$ cat src/rtl/uart_param_if.sv
// Processor-side and serial-pin signals of the parametrised UART, bundled so
// the core and its user agree on one set of names and directions.
interface uart_param_if #(
  parameter int DATA_WIDTH = 8
);
  logic [DATA_WIDTH-1:0] tx_data;
  logic                  tx_start;
  logic                  tx_busy;
  logic                  tx_serial;
  logic                  rx_serial;
  logic [DATA_WIDTH-1:0] rx_data;
  logic                  rx_interrupt;
  logic                  clear_interrupt;
  logic                  parity_error;
  logic                  framing_error;
  logic                  overrun_error;

  modport slave (
    input  tx_data, tx_start, rx_serial, clear_interrupt,
    output tx_busy, tx_serial, rx_data, rx_interrupt,
           parity_error, framing_error, overrun_error
  );

  modport master (
    output tx_data, tx_start, rx_serial, clear_interrupt,
    input  tx_busy, tx_serial, rx_data, rx_interrupt,
           parity_error, framing_error, overrun_error
  );
endinterface

$ cat src/rtl/uart_param.sv
// Parametrised full-duplex UART. Independent TX and RX engines share one
// clock and a compile-time baud divisor; each engine has its own bit timer.
// RX samples mid-bit after a half-bit delay from the detected start edge.
module uart_param #(
  parameter int DATA_WIDTH = 8,
  parameter int BAUD_DIV   = 5208,
  parameter int PARITY_EN  = 1,
  parameter int PARITY_ODD = 0,
  parameter int STOP_BITS  = 1
) (
  input logic       clk,
  input logic       reset,
  uart_param_if.slave bus
);

  localparam int CNT_W = $clog2(BAUD_DIV);
  localparam logic [CNT_W-1:0] FULL_M1 = CNT_W'(BAUD_DIV - 1);
  localparam logic [CNT_W-1:0] HALF_M1 = CNT_W'(BAUD_DIV / 2 - 1);
  localparam logic [3:0] LAST_DATA = 4'(DATA_WIDTH - 1);
  localparam logic [3:0] LAST_STOP = 4'(STOP_BITS - 1);
  localparam bit HAS_PARITY = (PARITY_EN != 0);
  localparam bit ODD_BIT    = (PARITY_ODD != 0);

  typedef enum logic [2:0] {IDLE, START, DATA, PARITY, STOP} state_t;

  // ---------------- transmitter ----------------
  state_t                txState, txStateNext;
  logic [CNT_W-1:0]      txCnt;
  logic [3:0]            txIdx;
  logic [DATA_WIDTH-1:0] txShift;
  logic                  txParity;
  logic                  txWrap;

  assign txWrap = (txCnt == FULL_M1);

  // TX state register
  always_ff @(posedge clk or posedge reset) begin
    if (reset) txState <= IDLE;
    else       txState <= txStateNext;
  end

  // TX next state: each bit ends on a timer wrap, STOP spans STOP_BITS bits
  always_comb begin
    txStateNext = txState;
    case (txState)
      IDLE:    if (bus.tx_start) txStateNext = START;
      START:   if (txWrap) txStateNext = DATA;
      DATA:    if (txWrap && txIdx == LAST_DATA) txStateNext = HAS_PARITY ? PARITY : STOP;
      PARITY:  if (txWrap) txStateNext = STOP;
      STOP:    if (txWrap && txIdx == LAST_STOP) txStateNext = IDLE;
      default: txStateNext = IDLE;
    endcase
  end

  // TX datapath: latch the word in IDLE, then shift it out LSB first
  always_ff @(posedge clk or posedge reset) begin
    if (reset) begin
      txCnt    <= '0;
      txIdx    <= '0;
      txShift  <= '0;
      txParity <= 1'b0;
    end else if (txState == IDLE) begin
      txCnt <= '0;
      txIdx <= '0;
      if (bus.tx_start) begin
        txShift  <= bus.tx_data;
        txParity <= (^bus.tx_data) ^ ODD_BIT;
      end
    end else begin
      txCnt <= txWrap ? '0 : txCnt + 1'b1;
      if (txWrap) begin
        txIdx <= (txStateNext != txState) ? 4'd0 : txIdx + 4'd1;
        if (txState == DATA) txShift <= txShift >> 1;
      end
    end
  end

  // TX line level and busy flag decoded straight from the registered state
  always_comb begin
    bus.tx_serial = 1'b1;
    case (txState)
      START:   bus.tx_serial = 1'b0;
      DATA:    bus.tx_serial = txShift[0];
      PARITY:  bus.tx_serial = txParity;
      default: bus.tx_serial = 1'b1;
    endcase
    bus.tx_busy = (txState != IDLE);
  end

  // ---------------- receiver ----------------
  state_t                rxState, rxStateNext;
  logic                  rxSync1, rxSync2, rxPrev;
  logic [CNT_W-1:0]      rxCnt;
  logic [3:0]            rxIdx;
  logic [DATA_WIDTH-1:0] rxShift;
  logic                  rxParErr;
  logic                  rxTick;
  logic                  frameDone;

  assign rxTick    = (rxState == START) ? (rxCnt == HALF_M1) : (rxCnt == FULL_M1);
  assign frameDone = (rxState == STOP) && rxTick;

  // Two-flop synchroniser plus one history flop for start-edge detection;
  // they reset to the idle-high line level
  always_ff @(posedge clk or posedge reset) begin
    if (reset) begin
      rxSync1 <= 1'b1;
      rxSync2 <= 1'b1;
      rxPrev  <= 1'b1;
    end else begin
      rxSync1 <= bus.rx_serial;
      rxSync2 <= rxSync1;
      rxPrev  <= rxSync2;
    end
  end

  // RX state register
  always_ff @(posedge clk or posedge reset) begin
    if (reset) rxState <= IDLE;
    else       rxState <= rxStateNext;
  end

  // RX next state: a high start-bit sample is a glitch; leave after the first stop sample
  always_comb begin
    rxStateNext = rxState;
    case (rxState)
      IDLE:    if (rxPrev && !rxSync2) rxStateNext = START;
      START:   if (rxTick) rxStateNext = rxSync2 ? IDLE : DATA;
      DATA:    if (rxTick && rxIdx == LAST_DATA) rxStateNext = HAS_PARITY ? PARITY : STOP;
      PARITY:  if (rxTick) rxStateNext = STOP;
      STOP:    if (rxTick) rxStateNext = IDLE;
      default: rxStateNext = IDLE;
    endcase
  end

  // RX datapath: bit timer, LSB-first shift register and parity check
  always_ff @(posedge clk or posedge reset) begin
    if (reset) begin
      rxCnt    <= '0;
      rxIdx    <= '0;
      rxShift  <= '0;
      rxParErr <= 1'b0;
    end else if (rxState == IDLE) begin
      rxCnt    <= '0;
      rxIdx    <= '0;
      rxParErr <= 1'b0;
    end else begin
      rxCnt <= rxTick ? '0 : rxCnt + 1'b1;
      if (rxTick && rxState == DATA) begin
        rxShift <= {rxSync2, rxShift[DATA_WIDTH-1:1]};
        rxIdx   <= rxIdx + 4'd1;
      end
      if (rxTick && rxState == PARITY)
        rxParErr <= rxSync2 ^ (^rxShift) ^ ODD_BIT;
    end
  end

  // Frame completion updates data and status; completion beats a same-cycle clear
  always_ff @(posedge clk or posedge reset) begin
    if (reset) begin
      bus.rx_data       <= '0;
      bus.rx_interrupt  <= 1'b0;
      bus.parity_error  <= 1'b0;
      bus.framing_error <= 1'b0;
      bus.overrun_error <= 1'b0;
    end else if (frameDone) begin
      bus.rx_data       <= rxShift;
      bus.parity_error  <= rxParErr;
      bus.framing_error <= ~rxSync2;
      bus.rx_interrupt  <= 1'b1;
      bus.overrun_error <= bus.clear_interrupt ? 1'b0
                           : (bus.overrun_error | bus.rx_interrupt);
    end else if (bus.clear_interrupt) begin
      bus.rx_interrupt  <= 1'b0;
      bus.overrun_error <= 1'b0;
    end
  end

endmodule

$ cat src/flat_wrapper.sv
// flat-port wrapper written by rule: the top's interface ports become plain ports
module uart_param_flat 
#(
  parameter int DATA_WIDTH = 8,
  parameter int BAUD_DIV   = 5208,
  parameter int PARITY_EN  = 1,
  parameter int PARITY_ODD = 0,
  parameter int STOP_BITS  = 1
)
  (clk, reset, bus_tx_data, bus_tx_start, bus_rx_serial, bus_clear_interrupt, bus_tx_busy, bus_tx_serial, bus_rx_data, bus_rx_interrupt, bus_parity_error, bus_framing_error, bus_overrun_error);
  uart_param_if #(.DATA_WIDTH(DATA_WIDTH)) bus_i ();
  input logic clk;
  input logic reset;
  input wire logic [$bits(bus_i.tx_data)-1:0] bus_tx_data;
  input wire logic [$bits(bus_i.tx_start)-1:0] bus_tx_start;
  input wire logic [$bits(bus_i.rx_serial)-1:0] bus_rx_serial;
  input wire logic [$bits(bus_i.clear_interrupt)-1:0] bus_clear_interrupt;
  output wire logic [$bits(bus_i.tx_busy)-1:0] bus_tx_busy;
  output wire logic [$bits(bus_i.tx_serial)-1:0] bus_tx_serial;
  output wire logic [$bits(bus_i.rx_data)-1:0] bus_rx_data;
  output wire logic [$bits(bus_i.rx_interrupt)-1:0] bus_rx_interrupt;
  output wire logic [$bits(bus_i.parity_error)-1:0] bus_parity_error;
  output wire logic [$bits(bus_i.framing_error)-1:0] bus_framing_error;
  output wire logic [$bits(bus_i.overrun_error)-1:0] bus_overrun_error;
  assign bus_i.tx_data = bus_tx_data;
  assign bus_i.tx_start = bus_tx_start;
  assign bus_i.rx_serial = bus_rx_serial;
  assign bus_i.clear_interrupt = bus_clear_interrupt;
  assign bus_tx_busy = bus_i.tx_busy;
  assign bus_tx_serial = bus_i.tx_serial;
  assign bus_rx_data = bus_i.rx_data;
  assign bus_rx_interrupt = bus_i.rx_interrupt;
  assign bus_parity_error = bus_i.parity_error;
  assign bus_framing_error = bus_i.framing_error;
  assign bus_overrun_error = bus_i.overrun_error;
  uart_param #(.DATA_WIDTH(DATA_WIDTH), .BAUD_DIV(BAUD_DIV), .PARITY_EN(PARITY_EN), .PARITY_ODD(PARITY_ODD), .STOP_BITS(STOP_BITS)) u_core (.clk(clk), .reset(reset), .bus(bus_i));
endmodule
$ cat config.mk
export PLATFORM = sky130hd
export DESIGN_NAME = uart_param_flat
export DESIGN_NICKNAME = d
export VERILOG_FILES = /design/src/rtl/uart_param_if.sv /design/src/rtl/uart_param.sv /design/src/flat_wrapper.sv
export SDC_FILE = /design/constraint.sdc
export NUM_CORES = 1
export LEC_CHECK = 0
export ABC_AREA = 1
export CAP_MARGIN = 25
export CORE_MARGIN = 2
export CORE_UTILIZATION = 42
export CTS_CLUSTER_SIZE = 14
export DETAILED_ROUTE_END_ITERATION = 10
export PLACE_DENSITY = 0.66
export SLEW_MARGIN = 20
export SYNTH_ARGS = -nofsm -noshare
export SYNTH_HDL_FRONTEND = slang
export SYNTH_SLANG_ARGS = --single-unit
$ cat constraint.sdc
create_clock -name clk -period 2.8 [get_ports clk]
set_input_delay 0.56 -clock clk [delete_from_list [all_inputs] [get_ports clk]]
set_output_delay 0.56 -clock clk [all_outputs]
set_load 0.005 [all_outputs]
Word-level counts from Yosys, hierarchy flattened
Index checks and enable logic that the tools add are counted.
{"block": "word_totals", "regBits": 73, "word_cells": 103, "out_inout_bits": 14, "inputBits": 13}
{"block": "op_classes", "n_eq_ne": 20, "bitwise": 4, "muxes": 34, "addsub": 4, "n_reduce_logical": 23}
{"op": "2-to-1 mux 13 bit", "count": 4}
{"op": "2-to-1 mux 8 bit", "count": 4}
{"op": "2-to-1 mux 3 bit", "count": 10}
{"op": "case mux 3 bit (5 select lines)", "count": 2}
{"op": "adder 13 x 1 -> 13 bit, second input constant", "count": 2}
{"op": "== test 13 bit, second input constant", "count": 2}
{"op": "2-to-1 mux 4 bit", "count": 5}
{"op": "XOR reduction 8 bit", "count": 2}
{"op": "== test 13 x 12 -> 1 bit, second input constant", "count": 1}
{"op": "== test 3 x 2 -> 1 bit, second input constant", "count": 4}
{"op": "inequality test 2 x 1 -> 1 bit, second input constant", "count": 5}
{"op": "nonzero test 2 bit", "count": 5}
{"op": "adder 4 x 1 -> 4 bit, second input constant", "count": 2}
{"op": "== test 4 x 3 -> 1 bit, second input constant", "count": 2}
{"op": "logical AND 1 bit", "count": 7}
{"op": "2-to-1 mux 1 bit", "count": 7}
{"op": "== test 3 x 1 -> 1 bit, second input constant", "count": 2}
{"op": "== test 3 bit, second input constant", "count": 2}
{"op": "zero test 3 bit", "count": 2}
{"op": "AND reduction 5 bit", "count": 1}
{"op": "zero test 4 bit", "count": 1}
{"op": "AND reduction 2 bit", "count": 2}
{"op": "inequality test 3 bit", "count": 1}
{"op": "case mux 1 bit (3 select lines)", "count": 1}
{"op": "other kinds (8)", "count": 9}

Logic depth before layout (Yosys ltp)
Gate-level depths: netlist of run 1.
{"block": "depth", "depth_word": 8, "ltp_mapped": 12, "ltp_nobuf": 12}

Worst setup path before layout of run 1
No wires, ideal clock.
{"block": "synth_path", "kind": "reg-to-reg", "start": "register u_core.rxCnt[0]", "end": "register u_core.rxState[0]", "setup_time_ps": 117, "stages_incl_launch_ff": 9, "path_buffers": 0, "synth_period_minus_slack_ps": 1439, "slack_ps": 1361, "t_arrival_ps": 1322, "t_required_ps": 2683, "path_cell_list": "dfrtp_1 > ha_1 > nand2_1 > nor3_2 > nand2_4 > o21ai_1 > nand3_1 > nand2_1 > nand2_1"}
{"block": "synth_via", "elab_chain_len": 5, "word_cells_on_any_way": 9, "classes_between": "eq/ne: 6; mux: 1; reduce/logical: 2"}
{"element": "start, declared", "line": "uart_param.sv:93", "text": "logic [CNT_W-1:0] rxCnt;"}
{"element": "start signal, assigned", "line": "uart_param.sv:148", "text": "rxCnt <= rxTick ? '0 : rxCnt + 1'b1;"}
{"element": "== test 13 bit or == test 13 x 12 -> 1 bit (tied branches)", "line": "uart_param.sv:100", "text": "assign rxTick = (rxState == START) ? (rxCnt == HALF_M1) : (rxCnt == FULL_M1);"}
{"element": "2-to-1 mux 1 bit *", "line": "uart_param.sv:100"}
{"element": "logical AND 1 bit", "line": "uart_param.sv:129", "text": "DATA: if (rxTick && rxIdx == LAST_DATA) rxStateNext = HAS_PARITY ? PARITY : STOP;"}
{"element": "inequality test 2 x 1 -> 1 bit (no source line)"}
{"element": "AND reduction 5 bit (no source line) *"}
{"element": "end signal, assigned", "line": "uart_param.sv:120", "text": "else rxState <= rxStateNext;"}
{"element": "end, declared", "line": "uart_param.sv:91", "text": "state_t rxState, rxStateNext;"}
Every way passes the cells marked *; elsewhere a longest branch is shown, timed or not.
A chain may end at the register's enable or synchronous reset.

Worst setup path after layout of run 1
{"block": "layout_path", "start": "register u_core.txState[2]", "end": "output bus_tx_busy"}
{"block": "layout_via", "elab_chain_len": 1}
{"element": "start, declared", "line": "uart_param.sv:27", "text": "state_t txState, txStateNext;"}
{"element": "start signal, assigned", "line": "uart_param.sv:39", "text": "else txState <= txStateNext;"}
{"element": "nonzero test 3 bit", "line": "uart_param.sv:87", "text": "bus.tx_busy = (txState != IDLE);"}
{"element": "end, declared", "line": "flat_wrapper.sv:18", "text": "output wire logic [$bits(bus_i.tx_busy)-1:0] bus_tx_busy;"}
No other way between the ends.

==> results.txt, run 1 <==
status: completed
Hold Fails Final Rpt: 0
critical path class: reg -> out
Die X-Extent: 99.03 um
pin count of the biggest net entering global routing: 39
Layout fillers: 818
cts repair resizes: 0
synth unique cells: 37
Post-Syn Instances: 464
Slew headroom: 62.02%
CP Cell Sequence: inv_1 -> nand2_1 -> clkdlybuf4s50_1
# diodes: 0
CP Launch Type: flop
first-pass GRT wire length: 12,740 um
# H-tree levels: 3
vias: 3,002
VDD IR max: 0.0002812 V
IO Count: 27
Via density: 4.938
Post CTS Setup Buffer Count: 0
most common flop cell mapped by yosys: dfrtp_1
worst hold start: u_core.rxSync1$_DFF_PP1_
vias in the first global route: 3,013
Core Region: 8721 um2
Avg WL per Cell: 11.67 um
Hold Slack: 0.3619 ns
Worst Max-Slew Pin Slew: 0.5689 ns
dpl ws: 0.7957 ns
root buffer selected by CTS: clkbuf_8
Crit-path slowest cell: clkdlybuf4s50_1
register bit total from synthesis: 73
Seq/Total Area, Yosys: 48.27%
syn_area_per_cell: 8.173 um2
count of flip-flops with a built-in enable after synthesis: 0
Post-synth ARST share: 100.0%
sequential fraction of design power: 47.2%
final setup TNS: 0 ns
Psw: 668.7 uW
critical path required time: 2.24 ns
antenna viol nets, final: 0
Setup-failing EPs final: 0
Critical Path Sink Type: output port
Post-synth top cells: nand2_1 (118), dfrtp_1 (70), inv_1 (56), nor2_1 (52), nand3_1 (28)
layout cell share with drive strength beyond 1: 10.40%
number of cell rows: 34
CP max stage delay: 0.59 ns
leak pwr: 0.002068 uW
CP delay by family, top: buffers and inverters
RR Startpoint: u_core.txCnt[0]$_DFF_PP0_
synthesized area: 3792 um2
Final Cycle Share: 85.45%
Worst Skew: 0.006813 ns
syn nets: 482
post-synth top area share: 46.19%
Post-CTS Hold Buffers: 0
Clock Power Share: 39.2%
Final Critical Period: 2.393 ns
Placer Congestion: 0.9093
clock sinks: 73
CTS tree: yes
CP max FO: 12
cell taking the most area after synthesis: dfrtp_1
Overflow after GRT: 0
Clock transition at path regs: 0.08 ns
Clock Latency Late Sink: 0.34 ns
Max Clock Freq: 417.9 MHz
Syn-to-layout area delta: 15.47%
critical path data arrival time: 1.83 ns
DR pass1 iterations: 4
gr usage total: 15.75%
# DRC: 0
sw frac: 27.81%
Yosys warning total: 0
initial antenna violation count: 0
initial core utilization: 43.49%
DPL Wire Length: 5162 um
1st-iter DRT viols: 90
Int Power: 1736 uW
TritonCTS Buffers: 9
PwrDens: 549.1 nW/um2
die area: 9806 um2
maxcap violations: 0
RSZ-0062 raised after global routing: false
CTS Buffer Depth: 2
Comb pwr share: 13.6%
WP buf/inv: 2
number of port buffers: 26
Die Span Y: 99.03 um
Nets: 513
fin. max-slew vios: 0
CP startpoint: u_core.txState[2]$_DFF_PP0_
Worst Setup Slack, final: 0.4074 ns
Hold Crit Class: reg -> reg
top-count cell post-synth: nand2_1
dominant cells by area after synthesis: dfrtp_1 (46%), nand2_1 (12%), inv_1 (5.5%)
WL final: 7095 um
==> placed cells by master (no fill, tap or decap), types with 2 or more instances in the layout <==
cell type,count
dfstp_2,3
clkdlybuf4s50_1,26
a21oi_1,19
xor2_1,9
nor2_1,52
inv_2,5
o211ai_1,2
nor3b_1,4
inv_1,55
nand2_2,5
xnor2_1,13
nand2_1,118
bufinv_16,2
dfrtp_1,70
o22ai_1,2
nor3_1,7
nand4_1,6
clkbuf_8,10
a31oi_1,2
nand3_1,28
o21ai_2,11
nor2_2,4
a41oi_1,7
o21ai_0,17
ha_1,5
==> path summary, 6_finish.rpt <==
| kind | cells after the start | slack, ns | to |
|---|---|---|---|
| worst min-delay path | 0 | 0.36 | u_core.rxSync2$_DFF_PP1_ |
| worst max-delay path | 3 | 0.41 | bus_tx_busy |
| worst max register to register | 8 | 0.93 | u_core.txShift[7]$_DFFE_PP0P_ |
| min in group asynchronous | 2 | 0.59 | u_core.txCnt[12]$_DFF_PP0_ |
| worst min register to register | 0 | 0.36 | u_core.rxSync2$_DFF_PP1_ |
| max in group asynchronous | 3 | 1.56 | u_core.rxSync2$_DFF_PP1_ |
==> routing by layer <==
| metal | part of all wire, % | global-route usage (%) | wire length [um] |
|---|---|---|---|
| met3 | 2.9 | 2.766 | 209 |
| met5 | 0 | 0 | 0 |
| met2 | 47 | 26.92 | 3361 |
| met4 | 1.8 | 6.639 | 129 |
| met1 | 48 | 19.62 | 3394 |
==> worst reg2reg max path, delay by kind of cell (launching register included) <==
family,cells,cell delay (ns)
AO/OA/AOI/OAI,1,0.19
adder cells (fa/ha/maj),1,0.20
buffers and inverters,1,0.18
flip-flops,1,0.37
AND/OR/NAND/NOR,5,0.82
==> registers in the layout, indices dropped and copies added (netlist names), 3 cells and up <==
register            count
u_core.rxIdx            4
u_core.rxCnt           13
u_core.txState          3
u_core.txCnt           13
u_core.bus.rx_data      8
u_core.txShift          8
u_core.rxState          3
u_core.rxShift          8
u_core.txIdx            4
==> kinds of logic (layout without fill, tap and decap cells) <==
group / after synthesis / in the layout / synth area share (%)
compound gates: 63 / 63 / 10.52
xor+xnor: 22 / 22 / 5.081
fa+ha+maj: 5 / 5 / 1.650
buf+inv: 69 / 105 / 7.720
simple gates: 232 / 232 / 26.76
flops: 73 / 73 / 48.27
==> power by group through the flow <==
stage	logic [uW]	registers [uW]	clock network, uW
6_report	327	1130	943
5_1_grt	375	1140	1010
4_1_cts	330	1130	969
3_5_place_dp	329	1160	0
3_3_place_gp	320	1150	0
2_1_floorplan	245	1150	0
==> stage by stage <==
stage | util [%] | cells | total power [uW] | cell area [um2]
after floorplan | - | 464 | 1390 | 3792
after global placement | 47.60 | 592 | 1475 | 4151
after detailed placement | 47.60 | 592 | 1485 | 4151
after CTS | 50.22 | 608 | 2434 | 4379
after global routing | 50.22 | 608 | 2531 | 4379
final | 50.22 | 608 | 2405 | 4379
==> final cells by class <==
| class | instances | area, um2 | share of cell area [%] |
|---|---|---|---|
| sequential | 73 | 1831 | 41.80 |
| clock buffer | 10 | 137.6 | 3.143 |
| tap | 108 | 135.1 | 3.086 |
| timing repair buffer | 28 | 287.8 | 6.571 |
| inverter | 61 | 229.0 | 5.229 |
| clock inverter | 6 | 90.09 | 2.057 |
| multi-input combinational | 322 | 1669 | 38.11 |
Power figures use the tool's default switching activity.
==> run 2: changes to the inputs <==
--- a/config.mk
+++ b/config.mk
@@ -7,12 +7,13 @@
 export LEC_CHECK = 0
 export ABC_AREA = 1
 export CAP_MARGIN = 25
-export CORE_MARGIN = 2
-export CORE_UTILIZATION = 42
+export CORE_MARGIN = 4
+export CORE_UTILIZATION = 59
 export CTS_CLUSTER_SIZE = 14
 export DETAILED_ROUTE_END_ITERATION = 10
-export PLACE_DENSITY = 0.66
+export PLACE_DENSITY = 0.86
 export SLEW_MARGIN = 20
 export SYNTH_ARGS = -nofsm -noshare
 export SYNTH_HDL_FRONTEND = slang
 export SYNTH_SLANG_ARGS = --single-unit
+export TNS_END_PERCENT = 10
==> results.txt, run 2 (same netlist as run 1, synthesis figures left out) <==
status: completed
VDD IR max: 0.0003885 V (+38%)
Setup-failing EPs final: 0 (unchanged)
# diodes: 0 (unchanged)
Core Region: 6061 um2 (-31%)
Via density: 5.417 (+9.7%)
most frequent cells in the layout: nand2_1 (118), dfrtp_1 (70), inv_1 (55)
Clock transition at path regs: 0.09 ns (about the same)
sw frac: 29.66% (+1.9 points)
antenna viol nets, final: 0 (unchanged)
Critical Path Sink Type: output port
Worst Max-Slew Pin Slew: 0.5667 ns (-0.002155 ns)
initial antenna violation count: 0 (unchanged)
root buffer selected by CTS: clkbuf_8
Comb pwr share: 14.1% (+0.5 points)
DPL Wire Length: 5166 um (about the same)
Die X-Extent: 88.18 um (-11%)
Die Span Y: 88.18 um (-11%)
# H-tree levels: 3 (unchanged)
Post-CTS Hold Buffers: 0 (unchanged)
fin. max-slew vios: 0 (unchanged)
largest registers: u_core.rxCnt (13), u_core.txCnt (13)
number of cell rows: 28 (-18%)
Clock Latency Late Sink: 0.36 ns (+0.02 ns)
Overflow after GRT: 0 (unchanged)
CTS tree: yes
Nets: 513 (unchanged)
Placer Congestion: 0.8514 (-6.4%)
cts repair resizes: 0 (unchanged)
1st-iter DRT viols: 192 (+110%)
die area: 7775 um2 (-21%)
area of the multi-input gates: 1669 um2 (unchanged)
Syn-to-layout area delta: 13.36%
layout cell share with drive strength beyond 1: 10.40% (unchanged)
R2R cell count: 8 (unchanged)
Hold Crit Class: reg -> reg
critical path required time: 2.24 ns (about the same)
vias in the first global route: 3,121 (+3.6%)
number of port buffers: 26 (unchanged)
gr usage total: 21.94% (+6.2 points)
vias: 3,115 (+3.8%)
leak pwr: 0.002051 uW (-0.84%)
critical path data arrival time: 1.85 ns (+0.02 ns)
final setup TNS: 0 ns (unchanged)
first-pass GRT wire length: 13,280 um (+4.3%)
hold path cells: 0 (unchanged)
Int Power: 1624 uW (-6.4%)
# DRC: 0 (unchanged)
Final Cycle Share: 86.07% (+0.62 points)
Clock Power Share: 36.8% (-2.4 points)
critical path class: reg -> out
Reg area: 1831 um2 (unchanged)
WL final: 7296 um (+2.8%)
pin count of the biggest net entering global routing: 41 (+5.1%)
Layout fillers: 454 (-44%)
Tot Pwr: 2309 uW (-4.0%)
Avg WL per Cell: 12.69 um (+8.7%)
Hold Fails Final Rpt: 0 (unchanged)
CP max FO: 12 (unchanged)
sequential fraction of design power: 49.2% (+2.0 points)
Final Critical Period: 2.410 ns (+0.01727 ns)
Hold Slack: 0.3514 ns (-0.01049 ns)
CTS Buffer Depth: 2 (unchanged)
most common cell after layout, fill and taps aside: nand2_1
maxcap violations: 0 (unchanged)
Post CTS Setup Buffer Count: 0 (unchanged)
Slew headroom: 61.87% (-0.15 points)
IO Count: 27 (unchanged)
PwrDens: 537.1 nW/um2 (-2.2%)
DR pass1 iterations: 5 (+1)
CP Launch Type: flop
Worst Skew: 0.01077 ns (+0.003956 ns)
Psw: 684.8 uW (+2.4%)
Max Clock Freq: 415.0 MHz (-0.72%)
RSZ-0062 raised after global routing: false
initial core utilization: 62.57% (+19 points)
TritonCTS Buffers: 9 (unchanged)
clock sinks: 73 (unchanged)
[run 2: routing by layer]
layer | routed length, um | share of wire (%) | up-vias | GRT usage, %
li1 | - | - | 1548 | -
met4 | 132 | 1.8 | 0 | 9.066
met5 | 0 | 0 | - | 0
met2 | 3719 | 51 | 76 | 38.48
met1 | 3093 | 42 | 1476 | 25.43
met3 | 350 | 4.8 | 15 | 5.644
[run 2: worst paths after layout]
check | slack (ns) | startpoint | end
worst max-delay path | 0.39 | u_core.txState[2]$_DFF_PP0_ | bus_tx_busy
worst max register to register | 0.94 | u_core.txCnt[0]$_DFF_PP0_ | u_core.txShift[7]$_DFFE_PP0P_
max in group asynchronous | 1.78 | reset | u_core.rxPrev$_DFF_PP1_
worst min register to register | 0.35 | u_core.rxSync1$_DFF_PP1_ | u_core.rxSync2$_DFF_PP1_
worst min-delay path | 0.35 | u_core.rxSync1$_DFF_PP1_ | u_core.rxSync2$_DFF_PP1_
min in group asynchronous | 0.62 | reset | u_core.txIdx[3]$_DFFE_PP0P_
[run 2: power groups by stage]
stage               Clock [uW]  Sequential [uW]  Combinational (uW)
CTS                        864             1140                 329
detailed placement           0             1160                 326
global route               921             1140                 371
floorplan                    0             1150                 245
finish                     849             1140                 325
global placement             0             1150                 311
[run 2: metrics by stage]
stage               instance area, um2  util (%)  worst slack [ns]  std cells
finish                            4299     70.93            0.3901        575
global route                      4299     70.93            0.2381        575
CTS                               4299     70.93            0.3902        575
detailed placement                4098     67.61            0.7894        559
global placement                  4098     67.61            0.8410        559
floorplan                         3792         -            0.3917        464
[run 2: critical path, cell delays in order, from the launching register on]
cell,delay (ns)
dfrtp_1,0.44
inv_1,0.12
nand2_1,0.34
clkdlybuf4s50_1,0.59
[run 2: final cells by class]
| cell class | instances | share of cell area [%] |
|---|---|---|
| clock buffers | 9 | 2.881 |
| clock inverters | 7 | 1.804 |
| inverters | 61 | 5.326 |
| multi-input cells | 322 | 38.82 |
| flip-flops and latches | 73 | 42.58 |
| well taps | 75 | 2.183 |
| repair buffers | 28 | 6.403 |
